==> src/rtl/pn_word_gen.sv <==
// pn_word_gen: PN word source for the serializer.
// A Galois LFSR supplies words of a requested length. Each word is held until it
// is acknowledged. The LFSR then advances by exactly that many bits, so the
// serial stream formed by all words is one contiguous PN sequence.
module pn_word_gen #(
    parameter int               WIDTH = 32,
    parameter int               LEN_W = 5,
    parameter logic [WIDTH-1:0] POLY  = 32'h80200003,
    parameter logic [WIDTH-1:0] SEED  = 32'h00000001,
    parameter int               CNT_W = 16
) (
    input  logic             clk_i,
    input  logic             rst_i,
    input  logic             en_i,
    input  logic             seed_ld_i,
    input  logic [WIDTH-1:0] seed_i,
    input  logic [LEN_W-1:0] len_i,
    input  logic             ack_i,
    output logic [WIDTH-1:0] rnd_o,
    output logic [LEN_W-1:0] rnd_len_o,
    output logic             vld_o,
    output logic [CNT_W-1:0] cnt_o
);

    // One extra bit so the step counter can hold the full-width length.
    localparam int STEP_W = LEN_W + 1;

    typedef enum logic [1:0] {
        S_IDLE,
        S_LOAD,
        S_PRESENT,
        S_ADVANCE
    } state_t;

    state_t            r_state;
    state_t            w_state_nxt;
    logic [WIDTH-1:0]  r_lfsr;
    logic [WIDTH-1:0]  w_lfsr_step;
    logic [WIDTH-1:0]  w_mask;
    logic [WIDTH-1:0]  r_rnd;
    logic [LEN_W-1:0]  r_len;
    logic [STEP_W-1:0] w_len;
    logic [STEP_W-1:0] r_step;
    logic              r_vld;
    logic [CNT_W-1:0]  r_cnt;

    // A requested length of 0 encodes the full word width.
    assign w_len = (len_i == '0) ? STEP_W'(WIDTH) : STEP_W'(len_i);

    // One right-shift Galois LFSR step.
    assign w_lfsr_step = r_lfsr[0] ? ((r_lfsr >> 1) ^ POLY) : (r_lfsr >> 1);

    // Mask with the low L bits set.
    always_comb begin
        w_mask = '0;
        for (int unsigned i = 0; i < WIDTH; i++) begin
            if (i < 32'(w_len)) begin
                w_mask[i] = 1'b1;
            end
        end
    end

    // State register.
    always_ff @(posedge clk_i) begin
        if (!rst_i) begin
            r_state <= S_IDLE;
        end else begin
            r_state <= w_state_nxt;
        end
    end

    // Next-state logic. In IDLE, a seed load takes priority over starting a word.
    always_comb begin
        w_state_nxt = r_state;
        unique case (r_state)
            S_IDLE: begin
                if (!seed_ld_i && en_i) begin
                    w_state_nxt = S_LOAD;
                end
            end
            S_LOAD: begin
                w_state_nxt = S_PRESENT;
            end
            S_PRESENT: begin
                if (ack_i) begin
                    w_state_nxt = S_ADVANCE;
                end
            end
            S_ADVANCE: begin
                if (r_step == STEP_W'(1)) begin
                    w_state_nxt = en_i ? S_LOAD : S_IDLE;
                end
            end
            default: begin
                w_state_nxt = S_IDLE;
            end
        endcase
    end

    // Datapath: LFSR, presented word, step counter, valid flag, issue count.
    always_ff @(posedge clk_i) begin
        if (!rst_i) begin
            r_lfsr <= SEED;
            r_rnd  <= '0;
            r_len  <= '0;
            r_step <= '0;
            r_vld  <= 1'b0;
            r_cnt  <= '0;
        end else begin
            unique case (r_state)
                S_IDLE: begin
                    r_vld <= 1'b0;
                    if (seed_ld_i) begin
                        r_lfsr <= (seed_i == '0) ? SEED : seed_i;
                    end
                end
                S_LOAD: begin
                    r_rnd  <= r_lfsr & w_mask;
                    r_len  <= len_i;
                    r_step <= w_len;
                    r_vld  <= 1'b1;
                end
                S_PRESENT: begin
                    if (ack_i) begin
                        r_vld <= 1'b0;
                        r_cnt <= r_cnt + CNT_W'(1);
                    end
                end
                S_ADVANCE: begin
                    r_vld  <= 1'b0;
                    r_lfsr <= w_lfsr_step;
                    r_step <= r_step - STEP_W'(1);
                end
                default: begin
                    r_vld <= 1'b0;
                end
            endcase
        end
    end

    assign rnd_o     = r_rnd;
    assign rnd_len_o = r_len;
    assign vld_o     = r_vld;
    assign cnt_o     = r_cnt;

endmodule

==> config.mk <==
export PLATFORM = sky130hd
export DESIGN_NAME = pn_word_gen
export DESIGN_NICKNAME = d
export VERILOG_FILES = /design/src/rtl/pn_word_gen.sv
export SDC_FILE = /design/constraint.sdc
export NUM_CORES = 1
export LEC_CHECK = 0
export ABC_AREA = 0
export ABC_CLOCK_PERIOD_IN_PS = 1650
export CORE_MARGIN = 1
export CORE_UTILIZATION = 46
export DETAILED_ROUTE_END_ITERATION = 7
export PLACE_DENSITY = 0.76
export REMOVE_ABC_BUFFERS = 1
export SLEW_MARGIN = 10
export SYNTH_ARGS = -nofsm -noshare
export SYNTH_HDL_FRONTEND = slang
export SYNTH_SLANG_ARGS = --single-unit
==> constraint.sdc <==
create_clock -name clk_i -period 1.65 [get_ports clk_i]
set_clock_uncertainty 0.15 [all_clocks]
set_input_delay 0.2475 -clock clk_i [delete_from_list [all_inputs] [get_ports clk_i]]
set_output_delay 0.2475 -clock clk_i [all_outputs]
set_load 0.03 [all_outputs]
==> impl_metrics.csv <==
group,metric,value,unit
run_status,outcome,"finished, violations left",
run_status,violations,"negative setup slack",
timing,rsz0062_at_grt,"yes",
clocking,h-tree-depth,3,
layout,num-fill-cells,685,
place,portBuffers,95,
synth,synth_async_sr_flop_share,0,
timing,finalSetupTns,-228.0,ps
global_route,first_global_vias,4214,
drt,vias,4614,
synth,netlist-cell-type-count,52,
timing,finalHoldViolCount,0,
critical_path,cp_cell_sequence,"inv_2 -> ha_4 -> or4b_4 -> o21ai_4 -> o211ai_1 -> a221oi_2",
worst_hold_path,hp-class,"reg -> reg",
timing,worst_pin_slew,433.9,ps
critical_path,crit_arrival,1830,ps
synth,ys_seq_area_frac,0.4243,
clocking,cts.clk_slew.worst_paths,100,ps
drt,ant_nets,0,
critical_path,cp_max_fo,2,
drt,wire_per_inst,18.57,um
critical_path,endpoint_kind,"flip-flop",
global_route,grt_pass1_wl,20.41,mm
place,placed_cells,764,
clocking,clockBufferDepth,2,
timing,timing.fmax,0.5912,GHz
synth,synthFlopType,"dfxtp_1",
global_route,antenna_found_initial,0,
critical_path,worstPathRequired,1780,ps
power_and_ir_drop,p_leak,2.727,nW
layout,final_common_cell,"dfxtp_1",
global_route,overflow,0,
critical_path,crit_type,"reg -> reg",
floorplanning,core-area,9284,um^2
clocking,cts_hold_buffers,0,
layout,fin_cells,797,
critical_path,cpMaxStageDelayCell,"or4b_4",
drt,vias_per_cell,5.789,
timing,slew_headroom,0.7081,
timing,fin_crit,1691,ps
power_and_ir_drop,powerDensity,1321,nW/um^2
synth,synth_edf_count,0,
synth,synth_warnings,0,
timing,whs,318.7,ps
timing,min_period_over_period,1.025,
clocking,cts_made_buffers,9,
floorplanning,rows,35,
critical_path,slowest_delay,460,ps
floorplanning,die_x,100.2,um
drt,wl,14.80,mm
layout,area_growth,54.58,%
floorplanning,die_area,10040,um^2
synth,syn_area_per_cell,8.943,um^2
layout,layout_common_cells,"84 x dfxtp_1, 81 x buf_4, 53 x dlygate4sd2_1",
synth,postSynthCellCount,496,
layout,nets,712,
synth,ys_seq_elements,94,
clocking,cts_tree,"built",
layout,drive_gt1_frac,0.3069,
timing,final_max_slew_viol_count,0,
critical_path,cp_top_family,"compound AO/OA/AOI/OAI gates",
layout,antenna_cells,0,
clocking,cts.sinks,94,
global_route,grtUsageTotal,0.2621,
drt,drcViolationCount,0,
timing,setup_ws,-41.35,ps
timing,setup_viol,14,
floorplanning,die_h,100.2,um
critical_path,cp-start-kind,"flip-flop",
synth,synth_area,4436,um^2
drt,drt-initial-drc-count,359,
place,hpwl,9.224,mm
job,max-cap-violations,0,
clocking,clock-root-buffer,"clkbuf_8",
clocking,clk_latency,370,ps
place,routabilityCongestion,0.8882,
global_route,grt_max_degree,51,
floorplanning,start_util,0.4778,
power_and_ir_drop,ir_worst_vdd,627.4,uV
critical_path,critPathBufInv,1,
drt,firstDrtPassIters,5,
floorplanning,ioPinCount,96,
## synthesized netlist by cell type, types with 2 or more instances
master | instances | area share
dfxtp_1 | 94 | 0.42
nor2_1 | 58 | 0.049
mux2i_1 | 45 | 0.10
nand2_1 | 37 | 0.031
a211oi_1 | 35 | 0.059
a21oi_1 | 21 | 0.024
clkbuf_1 | 21 | 0.018
nand2b_1 | 21 | 0.030
o21ai_0 | 21 | 0.024
nand3_1 | 12 | 0.014
nor4_1 | 11 | 0.016
buf_2 | 10 | 0.011
xnor2_1 | 10 | 0.020
ha_1 | 7 | 0.020
nand3b_1 | 7 | 0.012
nand4_1 | 7 | 0.0099
o211ai_1 | 7 | 0.012
a32o_1 | 6 | 0.014
inv_1 | 5 | 0.0042
and2_1 | 4 | 0.0056
nor2b_1 | 4 | 0.0056
nor3_1 | 4 | 0.0045
o21ai_1 | 4 | 0.0045
or3_1 | 4 | 0.0056
xor2_1 | 4 | 0.0079
a21o_1 | 2 | 0.0034
a222oi_1 | 2 | 0.0045
and3_1 | 2 | 0.0028
buf_1 | 2 | 0.0017
buf_4 | 2 | 0.0034
buf_6 | 2 | 0.0051
mux2_2 | 2 | 0.0051
nor3b_1 | 2 | 0.0034
o31a_1 | 2 | 0.0039
o31ai_1 | 2 | 0.0034
## per-stage QoR
step	setup WS, ps	power (mW)	instance area [um^2]	util
after CTS	-42.09	7.828	6302	0.6788
after detailed placement	-470.6	6.177	6035	0.6500
after global routing	-100.1	9.423	6857	0.7385
after floorplan	-1612	4.784	4262	-
after global placement	-391.4	6.051	6035	0.6500
final	-41.35	9.061	6857	0.7385
## layer usage
metal / part of all wire / track usage / vias up
met3: 0.063 / 0.04039 / 38
met5: 0 / 0 / -
li1: - / - / 2123
met4: 0.029 / 0.1059 / 0
met1: 0.41 / 0.3223 / 2251
met2: 0.50 / 0.4579 / 202
## layout make-up
| class | instances | area [um^2] | share of cell area |
|---|---|---|---|
| Timing Repair Buffer | 192 | 1784 | 0.2602 |
| Multi-Input combinational cell | 360 | 2784 | 0.4060 |
| Clock inverter | 7 | 73.82 | 0.01077 |
| Sequential cell | 94 | 1899 | 0.2770 |
| Inverter | 6 | 30.03 | 0.004380 |
| Clock buffer | 9 | 123.9 | 0.01807 |
| Tap cell | 129 | 161.4 | 0.02354 |
## flip-flops by register name, indices dropped and copies added, names as in the netlist
signal,flops
cnt_o,16
r_lfsr,32
r_state,2
r_step,6
rnd_len_o,5
rnd_o,32
vld_o,1
## timing repair
| item | 4_1_cts | 5_1_grt |
|---|---|---|
| pin swaps | 3 | 18 |
| gates resized for setup | 91 | 92 |
| setup endpoints to repair | 122 | 54 |
| gates cloned | 0 | 8 |
| buffers inserted | 1 | 8 |
## power by group
| part | switching [mW] | internal [mW] |
|---|---|---|
| combinational | 2.11 | 2.10 |
| clock | 0.891 | 0.707 |
| sequential | 0.506 | 2.75 |
## path summary, 6_finish.rpt
path              cells past startpoint         end  slack (ps)       from
setup / recovery                      6  r_state[0]         -40  r_step[1]
hold / removal                        2    rnd_o[4]         320   rnd_o[4]
setup reg to reg                      6  r_state[0]         -40  r_step[1]
hold reg to reg                       2    rnd_o[4]         320   rnd_o[4]
## worst min-delay path, stage by stage (launching register included)
cell,delay [ps]
dfxtp_1,320
nand2b_1,60
a21oi_1,50
## cell families after synthesis
group	count (synthesis)	synth area share
AND/OR/NAND/NOR	181	0.2079
AO/OA/AOI/OAI	110	0.1695
flip-flops	94	0.4243
multiplexers	47	0.1066
buffers and inverters	43	0.04429
XOR/XNOR	14	0.02764
adder cells (fa/ha/maj)	7	0.01975
Note: power is estimated with default switching activity, not from simulation.
==> patch 1, RTL diff (same settings) <==
Register the output `cnt_o` once more, with the module's reset; this adds one clock of latency there. The other outputs are not delayed to match.
--- a/src/rtl/pn_word_gen.sv
+++ b/src/rtl/pn_word_gen.sv
@@ -141,7 +141,13 @@
     assign rnd_o     = r_rnd;
     assign rnd_len_o = r_len;
     assign vld_o     = r_vld;
-    assign cnt_o     = r_cnt;
+    always_ff @(posedge clk_i) begin
+        if (!rst_i) begin
+            cnt_o <= '0;
+        end else begin
+            cnt_o <= r_cnt;
+        end
+    end
 
 endmodule
 
Formal check against the unedited RTL: not equivalent (Yosys sat finds a counterexample within 4 cycles, from zero or initial values and one cycle with rst_i low).
==> patch 1 against the unedited design <==
- critical path type unchanged
- sequential cell count up 16
- area after synthesis grew 10%
- sequential share of layout area is 3.3 points higher
- largest power group unchanged
- cell area up 4.0%
- the flow still finishes with violations (negative setup slack)
- routed wire length up 4.7%
- worst setup slack lost 0.0021 ns
- total power down 0.40%
- highest routed layer unchanged
==> patch 1: results (changes against the unedited design) <==
setup_tns_ns: -0.206  # +0.0222 ns
final.fill_count: 793  # +16%
synth_warnings: 0  # unchanged
viasPerCell: 5.86  # +1.1%
multi_input_area_um2: 2790  # about the same
cts_resized: 81  # -11%
hpwl_mm: 9.98  # +8.2%
layout-drive-gt1-share: 0.253  # -0.0543
wl_per_cell_um: 18.9  # +1.6%
status: "finished, violations left"
clock_latency_ns: 0.38
synth.distinct_cells: 55  # +5.8%
slew_viol_final: 0  # unchanged
pg_seq_mw: 3.62  # +11%
grt_usage: 0.259  # -0.00264
first_iter_violations: 337  # -6.1%
grt_max_degree: 30  # -41%
yosys-top-cells-area: "dfxtp_1, mux2i_1, nor2_1, a211oi_1, a21oi_1"
hold_path.class: "in -> reg"
post_cts_buffers: 3  # +2
cts_max_path_buffers: 2  # unchanged
yosys-top-cells-count: "dfxtp_1, nor2_1, mux2i_1, a211oi_1, a21oi_1"
synthArstFlopShare: 0  # unchanged
internal-power_mw: 5.55  # about the same
worst_pin_slew_ns: 0.474  # +0.0397 ns
syn-instance-count: 533  # +7.5%
whs_ns: 0.315  # -0.00359 ns
path_max_fanout: 6  # +4
grt_pass1_wl_mm: 22.5  # +10%
dp_slack_ns: -0.411  # +0.0594 ns
cts_buffers: 9  # unchanged
setup_viol_count_final: 13  # -1
p_leak_nw: 2.86  # +4.8%
place.gp.congestion: 0.900  # +1.3%
synth-seq-area-share: 0.450  # +0.0260
finalWorstSetupSlack_ns: -0.0435  # -0.00214 ns
h-tree-depth: 3  # unchanged
violations: "negative setup slack"
first_global_vias: 4545  # +7.9%
switchingPower_mw: 3.47  # -1.1%
antennaDiodeCount: 0  # unchanged
vdd_drop_max_mv: 0.641  # +2.1%
place_inst: 792  # +3.7%
vias: 4807  # +4.2%
final_nets: 729  # +2.4%
postPlaceCellArea_um2: 6420  # +6.4%
[patch 1: cell count changes after synthesis, moves of 5 or more]
cell / unedited run / this run
dfxtp_1: 94 / 110
and2_1: 4 / 17
nand2_1: 37 / 27
nor2_1: 58 / 68
clkbuf_1: 21 / 12
a21oi_1: 21 / 28
buf_2: 10 / 16
nand3b_1: 7 / 2
o21ai_0: 21 / 16
[patch 1: worst max-delay path, cell delays in order, from the launching register on]
cell	delay (ns)
dfxtp_4	0.38
buf_6	0.10
ha_4	0.14
nand4_1	0.21
nor2_2	0.21
nand4_1	0.12
mux2_2	0.29
[patch 1: metal layers]
metal | part of all wire | routed length [um] | vias up | track usage
met3 | 0.074 | 1150 | 51 | 0.0480
li1 | - | - | 2213 | -
met4 | 0.029 | 450 | 0 | 0.110
met1 | 0.40 | 6230 | 2270 | 0.317
met5 | 0 | 0 | - | 0
met2 | 0.49 | 7670 | 273 | 0.446
[patch 1: cells by family (layout without fill, tap and decap cells)]
logic type | after synthesis | in the layout | share of synthesized area
AND/OR/NAND/NOR | 194 | 194 | 0.203
AO/OA/AOI/OAI | 116 | 116 | 0.166
flip-flops | 110 | 110 | 0.450
buffers and inverters | 48 | 199 | 0.0473
multiplexers | 45 | 46 | 0.0931
XOR/XNOR | 13 | 13 | 0.0233
adder cells (fa/ha/maj) | 7 | 7 | 0.0179
[patch 1: layout make-up]
type,instances,share of cell area
multi-input cells,376,0.391
well taps,136,0.0239
inverters,9,0.00509
clock buffers,10,0.0193
repair buffers,174,0.244
flip-flops and latches,110,0.310
clock inverters,6,0.00702
[patch 1: path summary, 6_finish.rpt]
kind	cells after the start	start	to
max	6	r_state[1]	r_cnt[15]
min	4	len_i[3]	rnd_len_o[3]
max reg2reg	6	r_state[1]	r_cnt[15]
min reg2reg	2	rnd_o[23]	rnd_o[23]
==> patch 2, RTL diff (same flow settings) <==
Made on the original files. Change the parameter `CNT_W` from 16 to 24.
--- a/src/rtl/pn_word_gen.sv
+++ b/src/rtl/pn_word_gen.sv
@@ -7,7 +7,7 @@
     parameter int               LEN_W = 5,
     parameter logic [WIDTH-1:0] POLY  = 32'h80200003,
     parameter logic [WIDTH-1:0] SEED  = 32'h00000001,
-    parameter int               CNT_W = 16
+    parameter int               CNT_W = 24
 ) (
     input  logic             clk_i,
     input  logic             rst_i,
Ports: changed (resized cnt_o); port bits go from 96 to 104. The function was not compared with the original's and may differ.
==> patch 2 against the unedited design <==
- the run still ends with negative setup slack left
- area after synthesis rose by 8.9%
- non-clock buffer count grew 33
- cell area up 12%
- total power rose by 4.6%
- sequential cell count increased by 8
- worst setup slack worse by 0.13 ns
- routed wire length rose by 22%
- final cell count rose by 10%
- critical endpoint is now r_lfsr[26]
- global-route usage is 4.0 points higher
==> patch 2: results (changes against the unedited design) <==
first_global_vias: 5272  # +25%
synth-seq-area-share: 0.423  # -0.00135
r2r-end: "r_lfsr[26]"
place.gp.congestion: 0.884  # -0.50%
vdd_drop_max_mv: 0.707  # +13%
critical_path.startpoint: "r_state[1]"
powerDensity_nw_per_um2: 1240  # -6.3%
drt_wl_total_mm: 18.0  # +22%
synth_compound_area_frac: 0.173  # +0.00383
setup_tns_ns: -4.22  # -3.99 ns
grt_pass1_wl_mm: 26.1  # +28%
wl_met3_mm: 1.30  # +39%
synth.mux.area_fraction: 0.0938  # -0.0128
final_nets: 788  # +11%
place_inst: 845  # +11%
crit_arrival_ns: 1.96  # +0.13 ns
viasPerCell: 6.02  # +4.0%
finalWorstSetupSlack_ns: -0.173  # -0.132 ns
met1_usage: 0.343  # +0.0209
holdCritStartpoint: "rnd_o[3]"
switchingPower_mw: 3.67  # +4.4%
hpwl_mm: 10.6  # +15%
min_to: "rnd_o[3]"
grt_usage: 0.302  # +0.0400
layout-drive-gt1-share: 0.339  # +0.0318
path_max_fanout: 6  # +4
crit_family: "buffers and inverters"
status: "finished, violations left"
grt_max_degree: 41  # -20%
final.fill_count: 693  # +1.2%
yosys-top-cells-count: "dfxtp_1, nor2_1, mux2i_1, a21oi_1"
seqPwrFrac: 0.362  # +0.003
met2WireLength_mm: 9.03  # +23%
worst_pin_slew_ns: 0.444  # +0.0101 ns
reg2reg_depth: 8  # +2
critPathSlowestCell: "dfxtp_2"
p_leak_nw: 3.07  # +13%
violations: "negative setup slack"
m1WireLength_mm: 6.83  # +12%
setup_viol_count_final: 48  # +34
patch 2: cell count changes after synthesis, moves of 5 or more:
cell / delta
a21oi_1: +14
dfxtp_1: +8
nand3_1: +5
nor2_1: +6
or3_1: +6
xnor2_1: -7
xor2_1: +7
patch 2: timing repair:
item / in CTS / in global routing
gates resized for setup: 147 / 85
buffers inserted: 6 / 6
gates cloned: 7 / 1
endpoints found under the setup margin: 140 / 91
pin swaps: 18 / 15
patch 2: cells by family (layout without fill, tap and decap cells):
family,Yosys count,after routing
XOR/XNOR,14,14
flip-flops,102,102
multiplexers,45,46
AND/OR/NAND/NOR,199,199
adder cells (fa/ha/maj),7,7
AO/OA/AOI/OAI,127,127
buffers and inverters,50,249
patch 2: area by class of cell:
cell class	count	area share
Clock buffer	11	0.0172
Clock inverter	5	0.00785
Inverter	8	0.00458
Multi-Input combinational cell	393	0.401
Sequential cell	102	0.269
Tap cell	136	0.0222
Timing Repair Buffer	225	0.278
